--- src/rtl/ext_irq_pkg.sv ---
// rtl/ext_irq_pkg.sv - shared constants and types for the external interrupt controller
package ext_irq_pkg;

    localparam int ID_W = 5;

    localparam logic [7:0] PRIO_BASE   = 8'h00;
    localparam logic [7:0] PENDING_OFF = 8'h40;
    localparam logic [7:0] ENABLE_OFF  = 8'h44;
    localparam logic [7:0] THRESH_OFF  = 8'h48;
    localparam logic [7:0] CLAIM_OFF   = 8'h4C;

    typedef enum logic [1:0] {
        GW_IDLE     = 2'd0,
        GW_PEND     = 2'd1,
        GW_INFLIGHT = 2'd2
    } gw_state_e;

endpackage

--- src/rtl/irq_gateway.sv ---
// rtl/irq_gateway.sv - per-source synchronizer and claim/complete gateway
module irq_gateway
    import ext_irq_pkg::*;
(
    input  logic clock,
    input  logic reset,
    input  logic irq_in,
    input  logic claim,
    input  logic complete,
    output logic pending
);

    logic      sync1_q, sync1_d;
    logic      sync2_q, sync2_d;
    gw_state_e state_q, state_d;

    always_comb begin
        sync1_d = irq_in;
        sync2_d = sync1_q;
        state_d = state_q;
        case (state_q)
            GW_IDLE:     if (sync2_q)  state_d = GW_PEND;
            GW_PEND:     if (claim)    state_d = GW_INFLIGHT;
            GW_INFLIGHT: if (complete) state_d = GW_IDLE;
            default:                   state_d = GW_IDLE;
        endcase
    end

    always_ff @(posedge clock or negedge reset) begin
        if (!reset) begin
            sync1_q <= 1'b0;
            sync2_q <= 1'b0;
            state_q <= GW_IDLE;
        end else begin
            sync1_q <= sync1_d;
            sync2_q <= sync2_d;
            state_q <= state_d;
        end
    end

    assign pending = (state_q == GW_PEND);

endmodule

--- src/rtl/ext_irq_ctrl.sv ---
// rtl/ext_irq_ctrl.sv - external interrupt controller: config registers, arbiter, claim/complete window
module ext_irq_ctrl
    import ext_irq_pkg::*;
#(
    parameter int NUM_SRC = 8,
    parameter int PRIO_W  = 3
) (
    input  logic               clock,
    input  logic               reset,
    input  logic [NUM_SRC-1:0] irq_src,
    input  logic [7:0]         addr,
    input  logic               ren,
    input  logic               wen,
    input  logic [31:0]        wd,
    output logic [31:0]        rd,
    output logic               external_interrupt
);

    // index i holds source ID i+1
    logic [NUM_SRC-1:0][PRIO_W-1:0] prio_q, prio_d;
    logic [NUM_SRC-1:0]             enable_q, enable_d;
    logic [PRIO_W-1:0]              thresh_q, thresh_d;
    logic [31:0]                    rd_q, rd_d;
    logic                           ext_irq_q, ext_irq_d;

    logic [NUM_SRC-1:0] pending;
    logic [NUM_SRC-1:0] claim;
    logic [NUM_SRC-1:0] complete;
    logic [ID_W-1:0]    win_id;
    logic [PRIO_W-1:0]  win_prio;
    logic [5:0]         word;
    logic               claim_rd;
    logic               complete_wr;
    logic [31:0]        rd_word;
    logic               unused_addr_bits;

    assign word             = addr[7:2];
    assign unused_addr_bits = ^addr[1:0];
    assign claim_rd         = ren && (word == CLAIM_OFF[7:2]);
    assign complete_wr      = wen && (word == CLAIM_OFF[7:2]);

    for (genvar g = 0; g < NUM_SRC; g++) begin : g_gw
        irq_gateway u_gw (
            .clock    (clock),
            .reset    (reset),
            .irq_in   (irq_src[g]),
            .claim    (claim[g]),
            .complete (complete[g]),
            .pending  (pending[g])
        );
    end

    // Seeding with the threshold enforces prio > threshold; strict > keeps the lowest ID on ties.
    always_comb begin
        win_id   = '0;
        win_prio = thresh_q;
        for (int i = 0; i < NUM_SRC; i++) begin
            if (pending[i] && enable_q[i] && (prio_q[i] > win_prio)) begin
                win_id   = ID_W'(i + 1);
                win_prio = prio_q[i];
            end
        end
    end

    always_comb begin
        claim    = '0;
        complete = '0;
        for (int i = 0; i < NUM_SRC; i++) begin
            claim[i]    = claim_rd && (win_id == ID_W'(i + 1));
            complete[i] = complete_wr && (wd[ID_W-1:0] == ID_W'(i + 1));
        end
    end

    always_comb begin
        rd_word = '0;
        for (int i = 0; i < NUM_SRC; i++) begin
            if (word == PRIO_BASE[7:2] + 6'(i)) rd_word = 32'(prio_q[i]);
        end
        case (word)
            PENDING_OFF[7:2]: rd_word = 32'({pending, 1'b0});
            ENABLE_OFF[7:2]:  rd_word = 32'({enable_q, 1'b0});
            THRESH_OFF[7:2]:  rd_word = 32'(thresh_q);
            CLAIM_OFF[7:2]:   rd_word = 32'(win_id);
            default:          ;
        endcase
    end

    always_comb begin
        prio_d    = prio_q;
        enable_d  = enable_q;
        thresh_d  = thresh_q;
        rd_d      = rd_q;
        ext_irq_d = (win_id != '0);
        if (wen) begin
            for (int i = 0; i < NUM_SRC; i++) begin
                if (word == PRIO_BASE[7:2] + 6'(i)) prio_d[i] = wd[PRIO_W-1:0];
            end
            if (word == ENABLE_OFF[7:2]) enable_d = wd[NUM_SRC:1];
            if (word == THRESH_OFF[7:2]) thresh_d = wd[PRIO_W-1:0];
        end
        if (ren) rd_d = (wen && !claim_rd) ? wd : rd_word;
    end

    always_ff @(posedge clock or negedge reset) begin
        if (!reset) begin
            prio_q    <= '0;
            enable_q  <= '0;
            thresh_q  <= '0;
            rd_q      <= '0;
            ext_irq_q <= 1'b0;
        end else begin
            prio_q    <= prio_d;
            enable_q  <= enable_d;
            thresh_q  <= thresh_d;
            rd_q      <= rd_d;
            ext_irq_q <= ext_irq_d;
        end
    end

    assign rd                 = rd_q;
    assign external_interrupt = ext_irq_q;

endmodule

--- config.mk ---
export PLATFORM = sky130hd
export DESIGN_NAME = ext_irq_ctrl
export DESIGN_NICKNAME = d
export VERILOG_FILES = /design/src/rtl/ext_irq_pkg.sv /design/src/rtl/irq_gateway.sv /design/src/rtl/ext_irq_ctrl.sv
export SDC_FILE = /design/constraint.sdc
export NUM_CORES = 1
export LEC_CHECK = 0
export CELL_PAD_IN_SITES_DETAIL_PLACEMENT = 1
export CELL_PAD_IN_SITES_GLOBAL_PLACEMENT = 2
export CORE_ASPECT_RATIO = 2
export CORE_MARGIN = 10
export CORE_UTILIZATION = 37
export DETAILED_ROUTE_END_ITERATION = 8
export PLACE_DENSITY_LB_ADDON = 0.1
export RECOVER_POWER = 50
export SYNTH_ARGS = -nofsm -noshare
export SYNTH_HDL_FRONTEND = slang
export SYNTH_SLANG_ARGS = --single-unit
--- constraint.sdc ---
create_clock -name clock -period 25.3 [get_ports clock]
set_clock_uncertainty 0.15 [all_clocks]
set_input_delay 3.795 -clock clock [delete_from_list [all_inputs] [get_ports clock]]
set_output_delay 3.795 -clock clock [all_outputs]
set_load 0.03 [all_outputs]
Yosys cells after proc, flatten, opt, wreduce, memory -nomap -nowiden
Index checks and enable logic that the tools add are counted.
{ "totals": {"register_bits": 100, "inputBits": 52, "output_inout_bits": 33, "elab_cells": 232} }
{ "op_classes": {"n_lt_le_gt_ge": 8, "eq_ne": 67, "n_mux": 57, "n_reduce_logical": 64} }
{ "ops": {"columns": ["cell", "count"], "rows": [
  ["two-way mux 32 bit", 8],
  ["case mux 32 bit (4 select lines)", 1],
  ["two-way mux 2 bit", 25],
  ["inequality test 2 x 1 -> 1 bit (second input constant)", 24],
  ["case mux 2 bit (3 select lines)", 8],
  ["== test 5 x 3 -> 1 bit (second input constant)", 8],
  ["logical AND 1 bit", 35],
  ["two-way mux 5 bit", 6],
  ["== test 6 x 3 -> 1 bit (second input constant)", 4],
  ["== test 6 x 5 -> 1 bit (second input constant)", 4],
  ["> comparator 3 bit", 8],
  ["two-way mux 3 bit", 8],
  ["AND reduction 3 bit", 8],
  ["== test 5 x 2 -> 1 bit (second input constant)", 4],
  ["AND reduction 2 bit", 10],
  ["== test 2 x 1 -> 1 bit (second input constant)", 8],
  ["== test 2 bit (second input constant)", 8],
  ["zero test 2 bit", 8],
  ["== test 6 x 2 -> 1 bit (second input constant)", 2],
  ["== test 5 x 1 -> 1 bit (second input constant)", 2],
  ["== test 5 x 4 -> 1 bit (second input constant)", 2],
  ["== test 6 x 1 -> 1 bit (second input constant)", 1],
  ["zero test 6 bit", 1],
  ["nonzero test 5 bit", 1],
  ["other kinds (2)", 2]
]} }

Depth between registers and ports, before layout
Gate-level depths: netlist of the first run.
{ "depth": {"ltp_word": 29, "ltp_mapped": 59, "ltp_nobuf": 59} }

Cells and area by module
A second synthesis of the first run with hierarchy kept.
{ "unflattened": {"cells_unflattened": 591, "hier_area_um2": 5652.9} }
{ "by_module_without_submodules": {"columns": ["module", "instances", "cells_per_inst", "area_per_inst_um2", "seq_area_each_um2"], "rows": [
  ["ext_irq_ctrl", 1, 519, 4491.8, 1701.6],
  ["irq_gateway", 8, 9, 145.1, 100.1]
]} }

Worst setup path before layout of the first run
OpenSTA, ideal clock, no wires.
{ "synth_timing": {"kind": "flip-flop to flip-flop", "from": "reg thresh_q[2]", "to": "reg g_gw[1].u_gw.state_q[0]", "setup_ns": 0.123, "arrival_ns": 11.348, "required_time_ns": 25.027, "path_slack_ns": 13.679, "path_stages_with_launch": 57, "path_buffers": 0, "synth_period_minus_slack_ns": 11.621, "path_cell_list": "dfrtp_1 > inv_1 > ha_1 > and3b_2 > o211ai_2 > o21ai_0 > ha_1 > o21ba_2 > a21oi_1 > maj3_1 > and3_1 > nor2_1 > ha_1 > o21ba_2 > or3_1 > a211oi_1 > or2_1 > o21a_1 > (+21 left out) > maj3_2 > nand2_2 > a21o_1 > o22ai_1 > ha_1 > nor2b_1 > o21ai_0 > nand2b_1 > nand4_1 > mux2_2 > ha_1 > nor2b_1 > o21a_1 > o2111ai_1 > nand2_1 > nor2_1 > nand3_1 > o221a_2"} }
{ "synth_via": {"elab_chain_cells": 28, "word_cells_on_any_way": 35, "classes_between": "order compare: 8; eq/ne: 2; mux: 15; reduce/logical: 10"} }
{ "synth_rtl": {"columns": ["item", "line_no", "source"], "rows": [
  ["from (decl)", "ext_irq_ctrl.sv:22", "logic [PRIO_W-1:0] thresh_q, thresh_d;"],
  ["from (signal assigned)", "ext_irq_ctrl.sv:114", "thresh_q <= thresh_d;"],
  ["> comparator 3 bit", "ext_irq_ctrl.sv:58", "if (pending[i] && enable_q[i] && (prio_q[i] > win_prio)) begin"],
  ["logical AND 1 bit", "ext_irq_ctrl.sv:58", null],
  ["two-way mux 3 bit", "ext_irq_ctrl.sv:58", null],
  ["> comparator 3 bit", "ext_irq_ctrl.sv:58", null],
  ["logical AND 1 bit", "ext_irq_ctrl.sv:58", null],
  ["two-way mux 3 bit", "ext_irq_ctrl.sv:58", null],
  ["> comparator 3 bit", "ext_irq_ctrl.sv:58", null],
  ["logical AND 1 bit", "ext_irq_ctrl.sv:58", null],
  ["(+12 left out)", null, null],
  ["two-way mux 3 bit", "ext_irq_ctrl.sv:58", null],
  ["> comparator 3 bit", "ext_irq_ctrl.sv:58", null],
  ["logical AND 1 bit", "ext_irq_ctrl.sv:58", null],
  ["two-way mux 5 bit *", "ext_irq_ctrl.sv:58", null],
  ["== test 5 x 2 -> 1 bit *", "ext_irq_ctrl.sv:69", "claim[i] = claim_rd && (win_id == ID_W'(i + 1));"],
  ["logical AND 1 bit *", "ext_irq_ctrl.sv:69", null],
  ["inequality test 2 x 1 -> 1 bit (no source line) *", null, null],
  ["AND reduction 3 bit (no source line) *", null, null],
  ["to (signal assigned)", "irq_gateway.sv:37", "state_q <= state_d;"],
  ["to (decl)", "irq_gateway.sv:15", "gw_state_e state_q, state_d;"]
]} }
Every way passes the cells marked *; elsewhere a longest branch is shown, timed or not.
A chain may end at the register's enable or synchronous reset.

Final worst setup path of the first run
{ "layout_timing": {"from": "reg thresh_q[2]", "to": "reg g_gw[4].u_gw.state_q[0]"} }
{ "layout_via": {"elab_chain_cells": 28, "word_cells_on_any_way": 35, "classes_between": "order compare: 8; eq/ne: 2; mux: 15; reduce/logical: 10"} }
{ "layout_rtl": {"columns": ["item", "line_no"], "rows": [
  ["> comparator 3 bit", "ext_irq_ctrl.sv:58"],
  ["logical AND 1 bit", "ext_irq_ctrl.sv:58"],
  ["two-way mux 3 bit", "ext_irq_ctrl.sv:58"],
  ["> comparator 3 bit", "ext_irq_ctrl.sv:58"],
  ["logical AND 1 bit", "ext_irq_ctrl.sv:58"],
  ["two-way mux 3 bit", "ext_irq_ctrl.sv:58"],
  ["> comparator 3 bit", "ext_irq_ctrl.sv:58"],
  ["logical AND 1 bit", "ext_irq_ctrl.sv:58"],
  ["(+12 left out)", null],
  ["two-way mux 3 bit", "ext_irq_ctrl.sv:58"],
  ["> comparator 3 bit", "ext_irq_ctrl.sv:58"],
  ["logical AND 1 bit", "ext_irq_ctrl.sv:58"],
  ["two-way mux 5 bit *", "ext_irq_ctrl.sv:58"],
  ["== test 5 x 3 -> 1 bit *", "ext_irq_ctrl.sv:69"],
  ["logical AND 1 bit *", "ext_irq_ctrl.sv:69"],
  ["inequality test 2 x 1 -> 1 bit (no source line) *", null],
  ["AND reduction 3 bit (no source line) *", null],
  ["to (signal assigned)", "irq_gateway.sv:37"],
  ["to (decl)", "irq_gateway.sv:15"]
]} }
Marks and branches as above.

==> results_dict.tcl, run 1 <==
set metrics [dict create \
    finalSetupViolations 0 \
    cp.buffers_inverters 1 \
    cts_hold_buf 0 \
    grt_max_degree 68 \
    hp-class "flop to flop" \
    clock_sinks 100 \
    cp_common_cell "ha_1" \
    cts_tree "yes" \
    core_sq_um 14800 \
    synth_top_area_share_pct 44.8 \
    yosys.area.top_type "dfrtp_1" \
    grt_overflow 0 \
    drt_iter0_markers 164 \
    fin_setup_tns_ns 0 \
    slowest_stage "o2111ai_1" \
    violations "capacitance limit, slew limit" \
    diodes 0 \
    gp_congestion 0.854 \
    yosysMostFrequentCell "dfrtp_1" \
    max_stage_delay_ns 0.57 \
    arrival_ns 14.48 \
    clockBufferDepth 2 \
    clk_pin_slew_ns 0.07 \
    portBuffers 82 \
    power_density_nw_per_um2 67.7 \
    htreeDepth 3 \
    ant_nets 0 \
    dr.pass1.iters 5 \
    postCtsResizedCells 0 \
    dp_hpwl_microns 14600 \
    post_cts_buffers 0 \
    grtUsageTotal_pct 18.4 \
    wl_per_cell_microns 22.0 \
    syn_area_sq_um 5590 \
    hold_violations 0 \
    max_slew.worst_pin.slew_ns 3.54 \
    period_minus_slack_ns 14.42 \
    ir_drop_uv 41.6 \
    cap_violations 2 \
    end_kind "flop" \
    grt_pass1_wl_microns 29800 \
    status "finished, violations left" \
    synth_edf_count 0 \
    area_growth_pct 22.7 \
    nets 721 \
    yosys_warnings 0 \
    vias 4894 \
    synthArstFlopShare_pct 100 \
    ys.flop_type "dfrtp_1" \
    yosys-top-cells-area "dfrtp_1 45%, mux2_2 5.8%, o21ai_0 4.2%" \
    rows 63 \
    synth.avg_cell_area_sq_um 9.60 \
    die_h_microns 194 \
    ios 85 \
    slew_headroom_pct -136 \
    worstSetupPathType "flop to flop" \
    critPathLaunchType "flop" \
    synth_fp_nets 648 \
    seq_area_frac_synth_pct 44.8 \
    critPathRequiredTime_ns 25.36 \
    fmax_mhz 69.4 \
    drv_slew 103 \
    period_share_pct 57.0 \
    via_per_inst 5.74 \
    cts-root-buf "clkbuf_16" \
    die_area_sq_um 20700 \
    clkLatencyLatePin_ns 0.35 \
    drive_gt1_share_pct 11.2 \
    p_total_uw 464 \
    synthCells 582 \
    die_w_microns 107 \
    synth_seq_cells 100 \
    grt_antenna_before_repair 0 \
    fin_util_pct 46.3 \
    yosysUniqueCellTypes 75 \
    start_util_pct 37.7 \
    critPathTopFamily "compound AO/OA/AOI/OAI gates" \
    p_leak_nw 2.81 \
    drt_wl_total_microns 18700 \
    grt_pass1_vias 5386 \
    cp_max_fo 8 \
    cts_inserted_buffers 9 \
    drc 0 \
    rsz0062_at_grt "no" \
    synthTopCellsByCount "100 x dfrtp_1, 47 x nor2_1, 47 x o21ai_0" \
]
==> layer usage <==
metal | part of all wire [%] | GRT usage, %
met1 | 34 | 17.3
met2 | 56 | 34.4
met3 | 5.2 | 4.86
met4 | 5.1 | 10.4
met5 | 0 | 0
==> report_power, final <==
part	internal (mW)	total [mW]	switching, mW	leakage [nW]
sequential	0.174	0.189	0.0141	1.23
combinational	0.0547	0.137	0.0827	1.44
clock	0.0783	0.138	0.0596	0.145
==> path summary, 6_finish.rpt <==
path	slack, ns	startpoint	cells past startpoint	endpoint
max	10.88	thresh_q[2]	56	g_gw[4].u_gw.state_q[0]
min	0.20	g_gw[4].u_gw.sync1_q	0	g_gw[4].u_gw.sync2_q
max reg2reg	10.88	thresh_q[2]	56	g_gw[4].u_gw.state_q[0]
min reg2reg	0.20	g_gw[4].u_gw.sync1_q	0	g_gw[4].u_gw.sync2_q
max in group asynchronous	17.04	reset	2	rd[17]
min in group asynchronous	3.80	reset	1	rd[30]
==> kinds of logic after synthesis <==
family	share of synthesized area (%)
simple gates	18.9
buf+inv	4.70
mux	8.44
fa+ha+maj	3.92
flops	44.8
compound gates	19.3
==> through the flow <==
| step | area (sq um) | std cells | setup slack [ns] | hold WS, ns |
|---|---|---|---|---|
| global placement | 6580 | 839 | 11.22 | 0.183 |
| CTS | 6860 | 853 | 10.92 | 0.201 |
| floorplan | 5590 | 582 | 13.68 | 0.181 |
| global route | 6860 | 853 | 9.94 | 0.211 |
| finish | 6860 | 853 | 10.88 | 0.198 |
| detailed placement | 6580 | 839 | 11.01 | 0.186 |
==> sequential cells by signal (all words and copies together), names as in the netlist <==
register / cells
external_interrupt: 1
rd: 32
prio_q: 24
enable_q: 8
g_gw.u_gw.sync2_q: 8
thresh_q: 3
g_gw.u_gw.sync1_q: 8
g_gw.u_gw.state_q: 16
==> placed cells by master, fill, tap and decap left out, types with 4 or more instances in the layout <==
cell type / count
a22oi_1: 4
clkbuf_16: 9
nor2_1: 47
o21ai_0: 47
and2_1: 7
mux2i_1: 4
nand3b_1: 5
o22ai_1: 4
mux2_2: 29
nor2b_1: 8
or3_1: 4
dfrtp_1: 100
nand2_1: 39
a211oi_1: 9
dlygate4sd3_1: 8
nor3b_1: 7
a21o_1: 5
nand3_1: 36
a21oi_1: 27
mux4_2: 4
nor3_1: 19
ha_1: 14
a31oi_1: 6
o211ai_1: 5
clkdlybuf4s50_1: 72
inv_1: 44
o221ai_1: 6
==> cell type report <==
class	count	area, sq um
fillers	1730	7960
inverters	44	165
flip-flops and latches	100	2500
clock inverters	4	48.8
clock buffers	10	239
multi-input cells	414	2820
repair buffers	86	836
well taps	195	244
Power figures use the tool's default switching activity.
==> run 2: changes to the inputs <==
CORE_UTILIZATION = 31   (was 37)
clock period = 13 ns   (was 25.3 ns; I/O delays follow)
==> run 2 against run 1 <==
The run still ends with capacitance limit, slew limit left. Die area rose by 16%. Wire length is 5.4% higher. Global-route usage decreased by 1.8 points. Cell count increased by 6.2%. Cell area is 4.9% higher. Worst hold slack lost 0.0034 ns. Total power up 100%. Sequential share of layout area decreased by 1.7 points. Critical path depth is 2 higher. Combinational power increased by 120%. First-iteration DRC count increased by 5.5%. Critical path type unchanged.
==> results_dict.tcl, run 2 (same netlist as run 1, synthesis figures left out) <==
set metrics [dict create \
    clock_sinks 100 \
    ir_drop_uv 74.1 \
    layout_commonest_cell "dfrtp_1" \
    drt_iter0_markers 173 \
    nets 756 \
    vias 4998 \
    drive_gt1_share_pct 17.2 \
    min-delay-start "g_gw[5].u_gw.sync1_q" \
    max_slew.worst_pin.slew_ns 4.13 \
    clockBufferDepth 2 \
    clk_pin_slew_ns 0.07 \
    drt_wl_total_microns 19800 \
    p_total_uw 936 \
    diodes 0 \
    power_density_nw_per_um2 130 \
    period_share_pct 94.3 \
    via_per_inst 5.52 \
    dp.cells 890 \
    cp_common_cell "ha_1" \
    htreeDepth 3 \
    cap_violations 2 \
    dp_hpwl_microns 15700 \
    largest_register_ffs 32 \
    gp_congestion 0.879 \
    rows 69 \
    p_leak_nw 2.99 \
    cts_inserted_buffers 9 \
    drv_slew 103 \
    portBuffers 82 \
    cts-root-buf "clkbuf_16" \
    grt_pass1_wl_microns 31200 \
    grt_pass1_vias 5500 \
    end_kind "flop" \
    core_sq_um 17800 \
    fmax_mhz 81.6 \
    fin_setup_tns_ns 0 \
    final_cell_mix "98 x dfrtp_1, 72 x clkdlybuf4s50_1, 47 x o21ai_0" \
    final_cells 906 \
    hold_path_depth 0 \
    cts_hold_buf 0 \
    ff2ff_path_depth 58 \
    status "finished, violations left" \
    cp_max_fo 6 \
    r2r_slack_ns 0.74 \
    start_util_pct 31.4 \
    r2r_start "prio_q[2]" \
    drc 0 \
    clkLatencyLatePin_ns 0.35 \
    grt_overflow 0 \
    critPathLaunchType "flop" \
    slew_headroom_pct -175 \
    critPathRequiredTime_ns 13.07 \
    ios 85 \
    worstSetupPathType "flop to flop" \
    violations "capacitance limit, slew limit" \
    die_w_microns 115 \
    ant_nets 0 \
    hp-class "flop to flop" \
    period_minus_slack_ns 12.26 \
    arrival_ns 12.32 \
    regToRegEndpoint "g_gw[4].u_gw.state_q[0]" \
    die_h_microns 210 \
    finalSetupViolations 0 \
    slowest_stage "dfrtp_2" \
    grtUsageTotal_pct 16.7 \
    setup.worst_path.start "prio_q[2]" \
    hold_violations 0 \
    max_stage_delay_ns 0.47 \
    grt_max_degree 74 \
    min_to "g_gw[5].u_gw.sync2_q" \
    area_growth_pct 28.8 \
    grt_antenna_before_repair 0 \
    wl_per_cell_microns 21.8 \
    dr.pass1.iters 4 \
    cts_tree "yes" \
    die_area_sq_um 24100 \
]
[run 2: where the power goes]
part	internal (mW)	total [mW]	switching [mW]	leakage (nW)
sequential	0.340	0.366	0.0263	1.23
clock	0.152	0.268	0.116	0.145
combinational	0.129	0.301	0.172	1.61
[run 2: worst max-delay path, delay by kind of cell, from the launching register on]
kind / cells / cell delay (ns)
muxes: 2 / 0.73
AOI/OAI and AO/OA: 17 / 3.10
buffers and inverters: 4 / 0.65
DFF: 1 / 0.47
adders and majority gates: 11 / 2.94
and+or+nand+nor: 24 / 4.04
[run 2: metal layers]
metal / global-route usage (%) / wire [microns]
met4: 8.70 / 833
met5: 0 / 0
met1: 16.1 / 6740
met2: 31.4 / 11300
met3: 3.57 / 906
[run 2: worst max path at each step]
stage                         endpoint  slack, ns  cells past startpoint
6_report       g_gw[4].u_gw.state_q[0]       0.74                     58
5_1_grt        g_gw[4].u_gw.state_q[0]     -0.006                     58
4_1_cts        g_gw[1].u_gw.state_q[0]       0.41                     59
3_5_place_dp   g_gw[1].u_gw.state_q[0]       0.50                     59
3_3_place_gp   g_gw[1].u_gw.state_q[0]       0.58                     60
2_1_floorplan  g_gw[1].u_gw.state_q[0]       1.38                     56
[run 2: what timing repair did]
action                                  CTS  global route
buffers inserted                          0             2
gates resized for setup                   0            12
endpoints found under the setup margin    0            18
[run 2: metrics by stage]
| step | setup WS [ns] | cell area [sq um] | utilization (%) | hold slack [ns] |
|---|---|---|---|---|
| final | 0.741 | 7190 | 40.4 | 0.195 |
| after global routing | -0.00563 | 7190 | 40.4 | 0.200 |
| after CTS | 0.410 | 7130 | 40.1 | 0.201 |
| after detailed placement | 0.497 | 6850 | 38.5 | 0.186 |
| after global placement | 0.585 | 6850 | 38.5 | 0.183 |
| after floorplan | 1.38 | 5590 | - | 0.181 |
[run 2: final cells by class]
class / instances / area (sq um)
Tap cell: 213 / 267
Fill cell: 2042 / 10600
Multi-Input combinational cell: 414 / 2870
Clock buffer: 10 / 239
Inverter: 44 / 165
Sequential cell: 100 / 2500
Timing Repair Buffer: 121 / 1100
Clock inverter: 4 / 48.8
